==> config.mk <==
export PLATFORM = sky130hd
export DESIGN_NAME = trap_controller
export DESIGN_NICKNAME = d
export VERILOG_FILES = /design/src/rtl/trap_controller_pkg.sv /design/src/rtl/trap_controller_sync_flops.sv /design/src/rtl/trap_controller.sv
export SDC_FILE = /design/constraint.sdc
export NUM_CORES = 1
export LEC_CHECK = 0
export CAP_MARGIN = 0
export CORE_MARGIN = 4
export CORE_UTILIZATION = 36
export CTS_BUF_LIST = sky130_fd_sc_hd__clkbuf_4 sky130_fd_sc_hd__clkbuf_8
export CTS_CLUSTER_SIZE = 28
export DETAILED_ROUTE_END_ITERATION = 7
export PLACE_DENSITY = 0.87
export SLEW_MARGIN = 10
export SYNTH_ARGS = -nofsm -noshare
export SYNTH_HDL_FRONTEND = slang
export SYNTH_SLANG_ARGS = --single-unit
==> constraint.sdc <==
create_clock -name clock -period 2.1 [get_ports clock]
set_input_delay 0.315 -clock clock [delete_from_list [all_inputs] [get_ports clock]]
set_output_delay 0.315 -clock clock [all_outputs]
set_load 0.05 [all_outputs]
==> src/rtl/trap_controller_pkg.sv <==
// trap_controller_pkg: shared FSM state, trap kind and cause encodings for the trap controller
package trap_controller_pkg;
   typedef enum logic [1:0] {IDLE, FLUSH, REDIRECT} trap_state_e;
   typedef enum logic [1:0] {EXC, MRET, IRQ} trap_kind_e;
   localparam logic [3:0] MCAUSE_MEI = 4'd11;
   function automatic logic [31:0] trap_vector(input logic [31:0] base);
      return base & 32'hFFFF_FFFC;
   endfunction
endpackage

==> src/rtl/trap_controller_sync_flops.sv <==
// sync_flops: generic multi-flop synchroniser for a single asynchronous level signal
module sync_flops #(
   parameter int STAGES = 2
) (
   input  logic clock,
   input  logic reset,
   input  logic d,
   output logic q
);
   logic [STAGES-1:0] chain;
   // shift the asynchronous level through the chain; reset clears every stage
   always_ff @(posedge clock)
      chain <= reset ? '0 : {chain[STAGES-2:0], d};
   assign q = chain[STAGES-1];
endmodule

==> src/rtl/trap_controller.sv <==
// trap_controller: writeback-stage trap/interrupt/MRET sequencer driving CSR writes, flush and fetch redirect
module trap_controller
   import trap_controller_pkg::*;
#(
   parameter int FLUSH_CYCLES = 2,
   parameter int SYNC_STAGES  = 2
) (
   input  logic        clock,
   input  logic        reset,
   input  logic        interrupt,
   input  logic        mieEnable,
   input  logic [31:0] mtvec,
   input  logic [31:0] mepc,
   input  logic        wbValid,
   input  logic        wbExcPending,
   input  logic [3:0]  wbExcCause,
   input  logic [31:0] wbExcTval,
   input  logic        wbIsMret,
   input  logic [31:0] wbPC,
   output logic        retireKill,
   output logic        controlReset,
   output logic [3:0]  trapCause,
   output logic        trapInterrupt,
   output logic [31:0] trapTval,
   output logic [31:0] trapEpc,
   output logic        mretCommit,
   output logic        redirectValid,
   output logic [31:0] redirectPC,
   output logic        busy
);
   trap_state_e state;
   trap_kind_e  kind;
   trap_kind_e  next_kind;
   logic [3:0]  count;
   logic        irq_sync;
   logic        irq_take;
   logic        take;

   sync_flops #(.STAGES(SYNC_STAGES)) u_sync (
      .clock(clock),
      .reset(reset),
      .d(interrupt),
      .q(irq_sync)
   );

   assign irq_take      = irq_sync & mieEnable;
   assign take          = state == IDLE && wbValid && (wbExcPending || wbIsMret || irq_take);
   assign next_kind     = wbExcPending ? EXC : wbIsMret ? MRET : IRQ;
   assign retireKill    = take && next_kind != MRET;
   assign busy          = state != IDLE;
   assign controlReset  = state == FLUSH;
   assign redirectValid = state == REDIRECT;
   assign redirectPC    = redirectValid ? (kind == MRET ? mepc : trap_vector(mtvec)) : '0;

   // sequence IDLE -> FLUSH (held FLUSH_CYCLES cycles) -> REDIRECT -> IDLE
   always_ff @(posedge clock) begin
      if (reset) begin
         state <= IDLE;
         count <= '0;
         kind  <= EXC;
      end else begin
         case (state)
            IDLE:
               if (take) begin
                  state <= FLUSH;
                  count <= 4'(FLUSH_CYCLES);
                  kind  <= next_kind;
               end
            FLUSH: begin
               count <= count - 4'd1;
               if (count == 4'd1) state <= REDIRECT;
            end
            default: state <= IDLE;
         endcase
      end
   end

   // latch trap CSR values on a trap event and pulse mretCommit on MRET
   always_ff @(posedge clock) begin
      if (reset) begin
         mretCommit    <= 1'b0;
         trapCause     <= '0;
         trapInterrupt <= 1'b0;
         trapTval      <= '0;
         trapEpc       <= '0;
      end else begin
         mretCommit <= take && next_kind == MRET;
         if (take && next_kind != MRET) begin
            trapCause     <= next_kind == EXC ? wbExcCause : MCAUSE_MEI;
            trapInterrupt <= next_kind == IRQ;
            trapTval      <= next_kind == EXC ? wbExcTval : '0;
            trapEpc       <= wbPC;
         end
      end
   end
endmodule

[After elaboration in Yosys (flattened, before gate mapping)]
Index checks and enable logic that the tools add are counted.
Storage, ports and cells
  flip-flop bits (word level): 80
  latch bits: 0
  bits in writable memories: 0
  bits in read-only memories: 0
  bits of input ports: 139
  logic and storage cells: 44
  memories: 0
Operators by class
  add/subtract/negate cells: 1
  $mul: 0
  divide/modulo/power cells: 0
  order comparisons: 0
  eq/ne operators: 9
  shift-type cells: 0
  multiplexer cells: 11
  bitwise gates (word level): 1
  reduce and logical (&&, ||, !) cells: 13
Operators with widths (number)
  2-to-1 mux 32 bit: 3
  2-to-1 mux 2 bit: 4
  2-to-1 mux 4 bit: 2
  one-hot mux 4 bit (2 select lines): 1
  == test 2 x 1 -> 1 bit, second input constant: 3
  AND reduction 2 bit: 3
  == test 2 bit, second input constant: 2
  == test 4 x 1 -> 1 bit, second input constant: 1
  logical AND 1 bit: 4
  zero test 2 bit: 2
  != test 2 x 1 -> 1 bit, second input constant: 2
  one-hot mux 2 bit (2 select lines): 1
  nonzero test 2 bit: 2
  subtractor 4 x 1 -> 4 bit, second input constant: 1
  logical OR 1 bit: 2
  != test 2 bit, second input constant: 1
  bitwise AND 1 bit: 1

[Logic depth before layout (Yosys ltp)]
Gate-level depths: netlist of run 1.
  depth after elaboration: 5
  gate-level depth with buffers: 6

[Modules after synthesis]
From an unflattened synthesis of run 1, not the netlist that was laid out.
Second synthesis, totals
  cell total of the unflattened synthesis: 454
  area total of the unflattened synthesis: 3510.9 um^2
Modules (own cells, without submodules)
  trap_controller: instances 1, cells each 450, area an instance 3458.3 um^2
  sync_flops: instances 1, cells each 4, area an instance 52.6 um^2

[Worst setup path after synthesis of run 1]
Ideal clock, no wire load.
  kind: register -> output
  start point: reg kind[0]
  end point: out redirectPC[10]
  arrival time: 1672 ps
  required time: 1785 ps
  path slack: 113 ps
  cell stages (with the launch flop): 5
  buffers on the path: 1
  cells stage by stage: dfxtp_1 > nor2b_1 > clkbuf_1 > nand2_1 > a21oi_1
Between the ends
  cells in the longest elaborated chain, start to end: 3
Ends and longest elaborated chain
  from (decl): RTL line trap_controller.sv:32  | trap_kind_e kind;
  from (signal assigned): RTL line trap_controller.sv:67  | kind <= next_kind;
  == test 2 x 1 -> 1 bit: RTL line trap_controller.sv:53  | assign redirectPC = redirectValid ? (kind == MRET ? mepc : trap_vector(mtvec)) : '0;
  2-to-1 mux 32 bit (2 in a row): RTL line trap_controller.sv:53
  to (decl): RTL line trap_controller.sv:28  | output logic [31:0] redirectPC,
No other way between the ends.

[Worst setup path in the final report of run 1]
  start point: reg state[1]
  end point: out busy
Between the ends
  cells in the longest elaborated chain, start to end: 1
Ends and longest elaborated chain
  from (decl): RTL line trap_controller.sv:31  | trap_state_e state;
  from (signal assigned): RTL line trap_controller.sv:58  | state <= IDLE;
  from (signal assigned): RTL line trap_controller.sv:65  | state <= FLUSH;
  from (signal assigned): RTL line trap_controller.sv:71  | if (count == 4'd1) state <= REDIRECT;
  nonzero test 2 bit: RTL line trap_controller.sv:50  | assign busy = state != IDLE;
  to (decl): RTL line trap_controller.sv:29  | output logic busy
No other way between the ends.

==> results of run 1 <==
==> path summary, 6_finish.rpt <==
path	end	slack, ns	cells past startpoint
max	busy	0.08	2
min	u_sync.chain[1]	0.45	1
max reg2reg	kind[1]	0.44	4
min reg2reg	u_sync.chain[1]	0.45	1
==> where the power goes <==
part / internal (mW) / switching (mW) / leakage, nW / total (mW)
Combinational: 0.496 / 0.575 / 1.79 / 1.07
Sequential: 1.60 / 0.0497 / 0.654 / 1.65
Clock: 0.689 / 0.557 / 0.107 / 1.25
Total: 2.79 / 1.18 / 2.55 / 3.97
==> flip-flops by register name (all words and copies together), names as in the netlist <==
| signal | cells |
|---|---|
| kind | 2 |
| trapEpc | 32 |
| count | 4 |
| u_sync.chain | 2 |
| state | 2 |
| trapInterrupt | 1 |
| trapCause | 4 |
| trapTval | 32 |
| mretCommit | 1 |
==> cell families (layout without fill, tap and decap cells) <==
| kind of cell | Yosys count | in the layout | synth area share [%] |
|---|---|---|---|
| and+or+nand+nor | 215 | 215 | 25.9 |
| AOI/OAI and AO/OA | 83 | 83 | 13.4 |
| DFF | 80 | 80 | 45.6 |
| buffers and inverters | 42 | 278 | 5.24 |
| muxes | 32 | 32 | 9.13 |
| adders and majority gates | 2 | 2 | 0.713 |
==> metrics by stage <==
stage	TNS, ns	instances	power, mW	util [%]	area (µm²)
6_report	0	819	3.97	71.0	6660
5_1_grt	-0.00580	819	4.15	71.0	6660
4_1_cts	0	819	4.01	70.8	6640
3_5_place_dp	0	803	2.76	68.4	6410
3_3_place_gp	0	803	2.73	68.4	6410
2_1_floorplan	0	454	2.23	-	3510
==> critical path: stages, from the launching register on <==
cell             delay [ns]
dfxtp_1                0.35
or2_2                  0.30
clkdlybuf4s50_1        0.72
==> timing repair <==
item	in CTS	in global routing
setup endpoints to repair	0	12
setup buffers	0	0
gates resized for setup	0	5
==> placed cells by master, fill, tap and decap left out, types with 4 or more instances in the layout <==
| cell type | Yosys | layout |
|---|---|---|
| nand2b_1 | 4 | 4 |
| mux2i_1 | 32 | 32 |
| dfxtp_1 | 80 | 80 |
| inv_1 | 5 | 5 |
| nand3_1 | 35 | 35 |
| o21ai_1 | 9 | 9 |
| clkdlybuf4s50_1 | 0 | 206 |
| o21ai_0 | 27 | 27 |
| a21oi_1 | 35 | 32 |
| buf_12 | 0 | 37 |
| nand2_1 | 159 | 159 |
| buf_4 | 4 | 11 |
| clkbuf_8 | 0 | 9 |
==> per-layer routing <==
metal / vias up / part of all wire (%) / global-route usage [%]
li1: 1966 / - / -
met1: 1827 / 35 / 22.8
met2: 180 / 51 / 40.6
met3: 33 / 9.2 / 7.95
met4: 0 / 4.0 / 9.68
met5: - / 0 / 0
==> area by class of cell <==
type	instances	area share, %
Multi-Input combinational cell	332	26.1
Clock buffer	10	1.97
Timing Repair Buffer	256	43.7
Inverter	6	0.357
Clock inverter	6	1.39
Tap cell	129	2.42
Sequential cell	80	24.1
==> results.yml, run 1 <==
logic_synthesis:
  synthCells: 454
  mappedNetlistNets: 595
  syn-cell-area_um2: 3510
  netlist_top_cells_area: "dfxtp_1, nand2_1, mux2i_1"
  yosys-top-cells-count: "nand2_1, dfxtp_1, a21oi_1, nand3_1, mux2i_1"
  synth_top_area_share_pct: 45.6
  ys_ff_latch: 80
  synthDistinctLibCells: 35
  synth_edf_count: 0
  ys.flop_type: "dfxtp_1"
  ys_async_sr_fraction_pct: 0
  synth_top_area_cell: "dfxtp_1"
  ys_seq_area_share_pct: 45.6
  synth.most_common_cell: "nand2_1"
  syn_avg_cell_area_um2: 7.73
  yosysWarningCount: 0
hold_path:
  min_from: "u_sync.chain[0]"
  min_path_type: "flop to flop"
critical_path:
  cp-start-kind: "flop"
  required_ns: 1.78
  critPathLaunch: "state[1]"
  path_class: "flop to primary output"
  crit_fanout: 6
  r2r-start: "state[1]"
  endpoint_kind: "primary output"
  worstPathArrival_ns: 1.71
final_layout:
  multiInputGateArea_um2: 1740
  regArea_um2: 1600
  num-fill-cells: 731
  layout.nets: 826
  area_growth_pct: 89.7
  final_layout_size_suffix_gt1_share_pct: 11.3
  diodes: 0
drt:
  wl_um: 13000
  vias: 4006
  vias_per_cell: 4.89
  drt_iter0_drc: 197
  ant_nets: 0
  dr.pass1.iters: 4
  drc: 0
  wl_per_cell_um: 15.9
sta:
  fin_skew_ns: 0.0102
  fin_crit_sh_pct: 96.4
  fmax_mhz: 494
  hold_viol_final: 0
  max_slew_margin_pct: 63.4
  setup_violations: 0
  hold_ws_ns: 0.451
  worstMarginPinSlew_ns: 0.547
  finalCriticalPeriod_ns: 2.02
  slew_viol_final: 0
  fin_ws_ns: 0.0760
job:
  maxCapViolCount: 0
grt:
  grt_usage_pct: 22.3
  grt_max_degree: 70
  grt_pass1_wl_um: 20300
  antenna_found_initial: 0
  grt_pass1_vias: 4045
  overflow: 0
floorplanning:
  dieArea_um2: 11400
  start_util_pct: 37.4
  die_x_um: 107
  core.rowCount: 35
  pin_count: 245
  core_area_um2: 9370
  fp.dieH_um: 107
placed_design:
  numPortBuffers: 242
  post-dp-hpwl_um: 10200
  place_ws_ns: 0.00576
  gp_congestion: 0.761
clock_network:
  root_buffer: "clkbuf_8"
  clock_path_buffers: 2
  path_clk_slew_ns: 0.08
  cts_tree: "built"
  htree_levels: 3
  cts_inserted_buffers: 9
  clk_latency_ns: 0.34
  clkSinkCount: 80
  postCtsHoldBufs: 0
run_status:
  outcome: "finished clean"
pwr:
  max-vdd-ir-drop_mv: 0.447
  p_leak_nw: 2.55
  p_per_area_nw_per_um2: 597
(Power assumes the default switching activity.)
==> run 2: changes to the inputs <==
ABC_AREA = 1   (was not set)
CORE_MARGIN = not set   (was 4)
CORE_UTILIZATION = 37   (was 36)
PLACE_DENSITY = 0.88   (was 0.87)
==> results.yml, run 2 <==
clock_network:
  cts_repair_resize_count: 0
  root_buffer: "clkbuf_8"
  post_cts_buffers: 0
  clk_latency_ns: 0.35
  clock_path_buffers: 2
  postCtsHoldBufs: 0
  cts_inserted_buffers: 9
  cts_tree: "built"
  clkSinkCount: 80
  htree_levels: 3
  path_clk_slew_ns: 0.08
logic_synthesis:
  synth_edf_count: 0
  mappedNetlistNets: 691
  syn_avg_cell_area_um2: 6.69
  yosysWarningCount: 0
  synth.most_common_cell: "nor2_1"
  ys_seq_area_share_pct: 43.6
  ys_async_sr_fraction_pct: 0
  syn-cell-area_um2: 3680
  synth_top_area_cell: "dfxtp_1"
  ys.flop_type: "dfxtp_1"
  synthDistinctLibCells: 21
  synth_top_area_share_pct: 43.6
  netlist_top_cells_area: "dfxtp_1, nor2_1, nand2_1"
  ys_ff_latch: 80
  yosys-top-cells-count: "nor2_1, nand2_1, dfxtp_1"
  synthCells: 550
sta:
  worstMarginPinSlew_ns: 0.550
  hold_viol_final: 0
  max_slew_margin_pct: 63.2
  slew_viol_final: 0
  fmax_mhz: 497
  fin_ws_ns: 0.0895
  rsz0062_at_grt: "no"
  fin_skew_ns: 0.00477
  finalCriticalPeriod_ns: 2.01
  setup-tns-final_ns: 0
  hold_ws_ns: 0.411
  setup_violations: 0
  fin_crit_sh_pct: 95.7
final_layout:
  layout.nets: 918
  fin_util_pct: 65.6
  diodes: 0
  mostFrequentLayoutCell: "clkdlybuf4s50_1"
  final_layout_size_suffix_gt1_share_pct: 10.4
  area_growth_pct: 72.8
  final_cell_mix: "clkdlybuf4s50_1, nor2_1, nand2_1, dfxtp_1, inv_1"
  fin_cells: 915
  fin_area_um2: 6350
  reg_top3: "trapEpc x32, trapTval x32"
pwr:
  totalPowerFinal_mw: 3.97
  p_per_area_nw_per_um2: 625
  max-vdd-ir-drop_mv: 0.414
  p_leak_nw: 2.76
grt:
  antenna_found_initial: 0
  grt_usage_pct: 23.1
  grt_pass1_wl_um: 18600
  grt_max_degree: 41
  grt_pass1_vias: 3997
  overflow: 0
drt:
  ant_nets: 0
  vias: 4337
  wl_per_cell_um: 13.7
  wl_um: 12500
  drt_iter0_drc: 177
  drc: 0
  dr.pass1.iters: 4
  vias_per_cell: 4.74
placed_design:
  post-dp-hpwl_um: 9310
  numPortBuffers: 242
  place_inst: 899
  gp_congestion: 0.680
  placed_cell_area_um2: 6160
  place_ws_ns: 0.112
floorplanning:
  dieArea_um2: 10300
  start_util_pct: 38.0
  pin_count: 245
  die_x_um: 102
  fp.dieH_um: 102
  core.rowCount: 36
  core_area_um2: 9680
job:
  maxCapViolCount: 0
hold_path:
  min_path_type: "flop to flop"
critical_path:
  path_class: "flop to primary output"
  cp-start-kind: "flop"
  endpoint_kind: "primary output"
  required_ns: 1.78
  worstPathArrival_ns: 1.70
  crit_fanout: 2
run_status:
  outcome: "finished clean"
-- run 2: layer usage --
metal / global-route usage (%) / up-vias / routed length [µm]
met5: 0 / - / 0
met4: 15.2 / 0 / 527
met3: 6.49 / 38 / 1230
met2: 40.4 / 186 / 6280
met1: 24.2 / 1937 / 4470
li1: - / 2176 / -
-- run 2: worst max-delay path: stages, from the launching register on --
cell	delay, ns
dfxtp_1	0.35
inv_2	0.05
nand2_2	0.12
clkdlybuf4s50_1	0.83
-- run 2: area by class of cell --
cell class / count / area (µm²)
clock inverters: 3 / 15.0
flip-flops and latches: 80 / 1600
fillers: 798 / 3330
inverters: 54 / 203
well taps: 133 / 166
multi-input cells: 377 / 1690
clock buffers: 13 / 173
repair buffers: 255 / 2500
-- run 2: final timing paths --
| check | slack [ns] | start | end | cells past startpoint |
|---|---|---|---|---|
| worst min register to register | 0.41 | u_sync.chain[0] | u_sync.chain[1] | 2 |
| worst min-delay path | 0.41 | u_sync.chain[0] | u_sync.chain[1] | 2 |
| worst max-delay path | 0.09 | state[0] | busy | 3 |
| worst max register to register | 0.70 | state[0] | trapCause[3] | 7 |
-- run 2: kinds of logic (layout without fill, tap and decap cells) --
kind of cell               Yosys count  after routing  synth area share (%)
adders and majority gates            2              2                 0.680
DFF                                 80             80                  43.6
AOI/OAI and AO/OA                   72             72                  9.80
and+or+nand+nor                    303            303                  34.7
buffers and inverters               93            325                  11.2
-- run 2: power breakdown --
group	leakage (nW)	switching [mW]	total, mW	internal, mW
clock network	0.103	0.547	1.08	0.535
logic	2.00	0.708	1.22	0.509
registers	0.655	0.0525	1.67	1.62
==> run 3: changes to the inputs <==
CORE_ASPECT_RATIO = 1.25   (was not set)
clock period = 1.9 ns   (was 2.1 ns; I/O delays follow)
==> results.yml, run 3 (synthesis gave the netlist of run 2 again) <==
run_status:
  outcome: "finished, violations left"
  violations: "negative setup slack"
grt:
  grt_pass1_vias: 4473
  grt_max_degree: 41
  grt_pass1_wl_um: 20300
  grt_usage_pct: 24.6
  antenna_found_initial: 0
  overflow: 0
pwr:
  p_per_area_nw_per_um2: 687
  p_leak_nw: 2.82
  max-vdd-ir-drop_mv: 0.548
job:
  maxCapViolCount: 0
critical_path:
  ff2ff_setup_slack_ns: 0.35
  rr_worst_depth: 6
  worstPathArrival_ns: 1.62
  cp-start-kind: "flop"
  crit_fanout: 16
  r2r-start: "state[0]"
  r2r_end: "count[2]"
  endpoint_kind: "primary output"
  path_class: "flop to primary output"
  required_ns: 1.62
clock_network:
  path_clk_slew_ns: 0.08
  clk_latency_ns: 0.35
  post_cts_buffers: 0
  clkSinkCount: 80
  cts_inserted_buffers: 9
  htree_levels: 3
  root_buffer: "clkbuf_8"
  clock_path_buffers: 2
  cts_tree: "built"
  postCtsHoldBufs: 0
drt:
  ant_nets: 0
  drt_iter0_drc: 219
  wl_um: 13000
  vias: 4443
  drc: 0
  vias_per_cell: 4.86
  wl_per_cell_um: 14.3
  dr.pass1.iters: 5
floorplanning:
  core.rowCount: 40
  dieArea_um2: 10300
  fp.dieH_um: 113
  pin_count: 245
  core_area_um2: 9660
  start_util_pct: 38.1
  die_x_um: 91.2
sta:
  finalCriticalPeriod_ns: 1.90
  rsz0062_at_grt: "yes"
  max_slew_margin_pct: 62.7
  hold_viol_final: 0
  slew_viol_final: 0
  fin_crit_sh_pct: 100
  setup_violations: 1
  fin_skew_ns: 0.00727
  worstMarginPinSlew_ns: 0.558
  fin_ws_ns: -0.00224
  fmax_mhz: 526
placed_design:
  gp_congestion: 0.767
  place_inst: 895
  post-dp-hpwl_um: 9520
  numPortBuffers: 242
final_layout:
  num-fill-cells: 756
  final_cell_mix: "clkdlybuf4s50_1, nand2_1, nor2_1, dfxtp_1, inv_1"
  fin_cells: 914
  fin_util_pct: 67.9
  diodes: 0
  layout.nets: 924
  mostFrequentLayoutCell: "clkdlybuf4s50_1"
  area_growth_pct: 78.4
  reg_top3: "trapEpc x32, trapTval x32"
  final_layout_size_suffix_gt1_share_pct: 13.3
hold_path:
  min_path_type: "flop to flop"
  min_path_cells: 2
  hold-path-endpoint: "u_sync.chain[1]"
  min_from: "u_sync.chain[0]"
-- run 3: layout make-up --
class	instances	area (µm²)	area share, %
multi-input combinational	377	1740	26.5
sequential	80	1600	24.5
inverter	54	203	3.09
tap	126	158	2.40
clock inverter	5	56.3	0.858
timing repair buffer	261	2660	40.5
clock buffer	11	145	2.21
-- run 3: power breakdown --
group | leakage [nW] | switching (mW) | total [mW] | internal, mW
clock | 0.103 | 0.606 | 1.26 | 0.655
combinational | 2.06 | 0.804 | 1.39 | 0.589
sequential | 0.656 | 0.0601 | 1.85 | 1.79
-- run 3: stage by stage --
stage	setup WS [ns]	instance area [µm²]	total power, mW	hold WS (ns)	setup TNS (ns)
finish	-0.00224	6560	4.50	0.409	-0.00224
floorplan	0.0778	3700	2.65	0.388	0
detailed placement	0.0516	6220	3.26	0.403	0
global placement	0.111	6220	3.21	0.398	0
CTS	0.0162	6490	4.53	0.415	0
global route	-0.0711	6560	4.70	0.433	-0.0801
-- run 3: worst max path at each step --
stage                           to         start  cells after the start
detailed placement     trapTval[4]  wbExcPending                      7
global placement        retireKill  wbExcPending                      6
CTS                 redirectPC[11]       kind[0]                      6
global route        redirectPC[11]      state[1]                      6
floorplan           redirectPC[10]       kind[0]                      5
finish              redirectPC[11]      state[1]                      6
-- run 3: critical path, stage by stage, from the launching register on --
cell	delay, ns
dfxtp_2	0.34
inv_2	0.05
nor2_4	0.16
buf_12	0.16
o21ai_0	0.14
nor2_2	0.22
buf_6	0.19
-- run 3: routing by layer --
| layer | wire length, µm | global-route usage (%) | vias up |
|---|---|---|---|
| met5 | 0 | 0 | - |
| met4 | 719 | 17.6 | 0 |
| met3 | 1040 | 6.33 | 53 |
| met2 | 6820 | 46.4 | 208 |
| met1 | 4450 | 22.8 | 1997 |
| li1 | - | - | 2185 |
-- run 3: timing repair --
| action | CTS | global route |
|---|---|---|
| gates resized for setup | 8 | 30 |
| pin swaps | 1 | 4 |
| endpoints found under the hold margin | 0 | 0 |
| setup endpoints to repair | 5 | 27 |
| cloned | 2 | 1 |
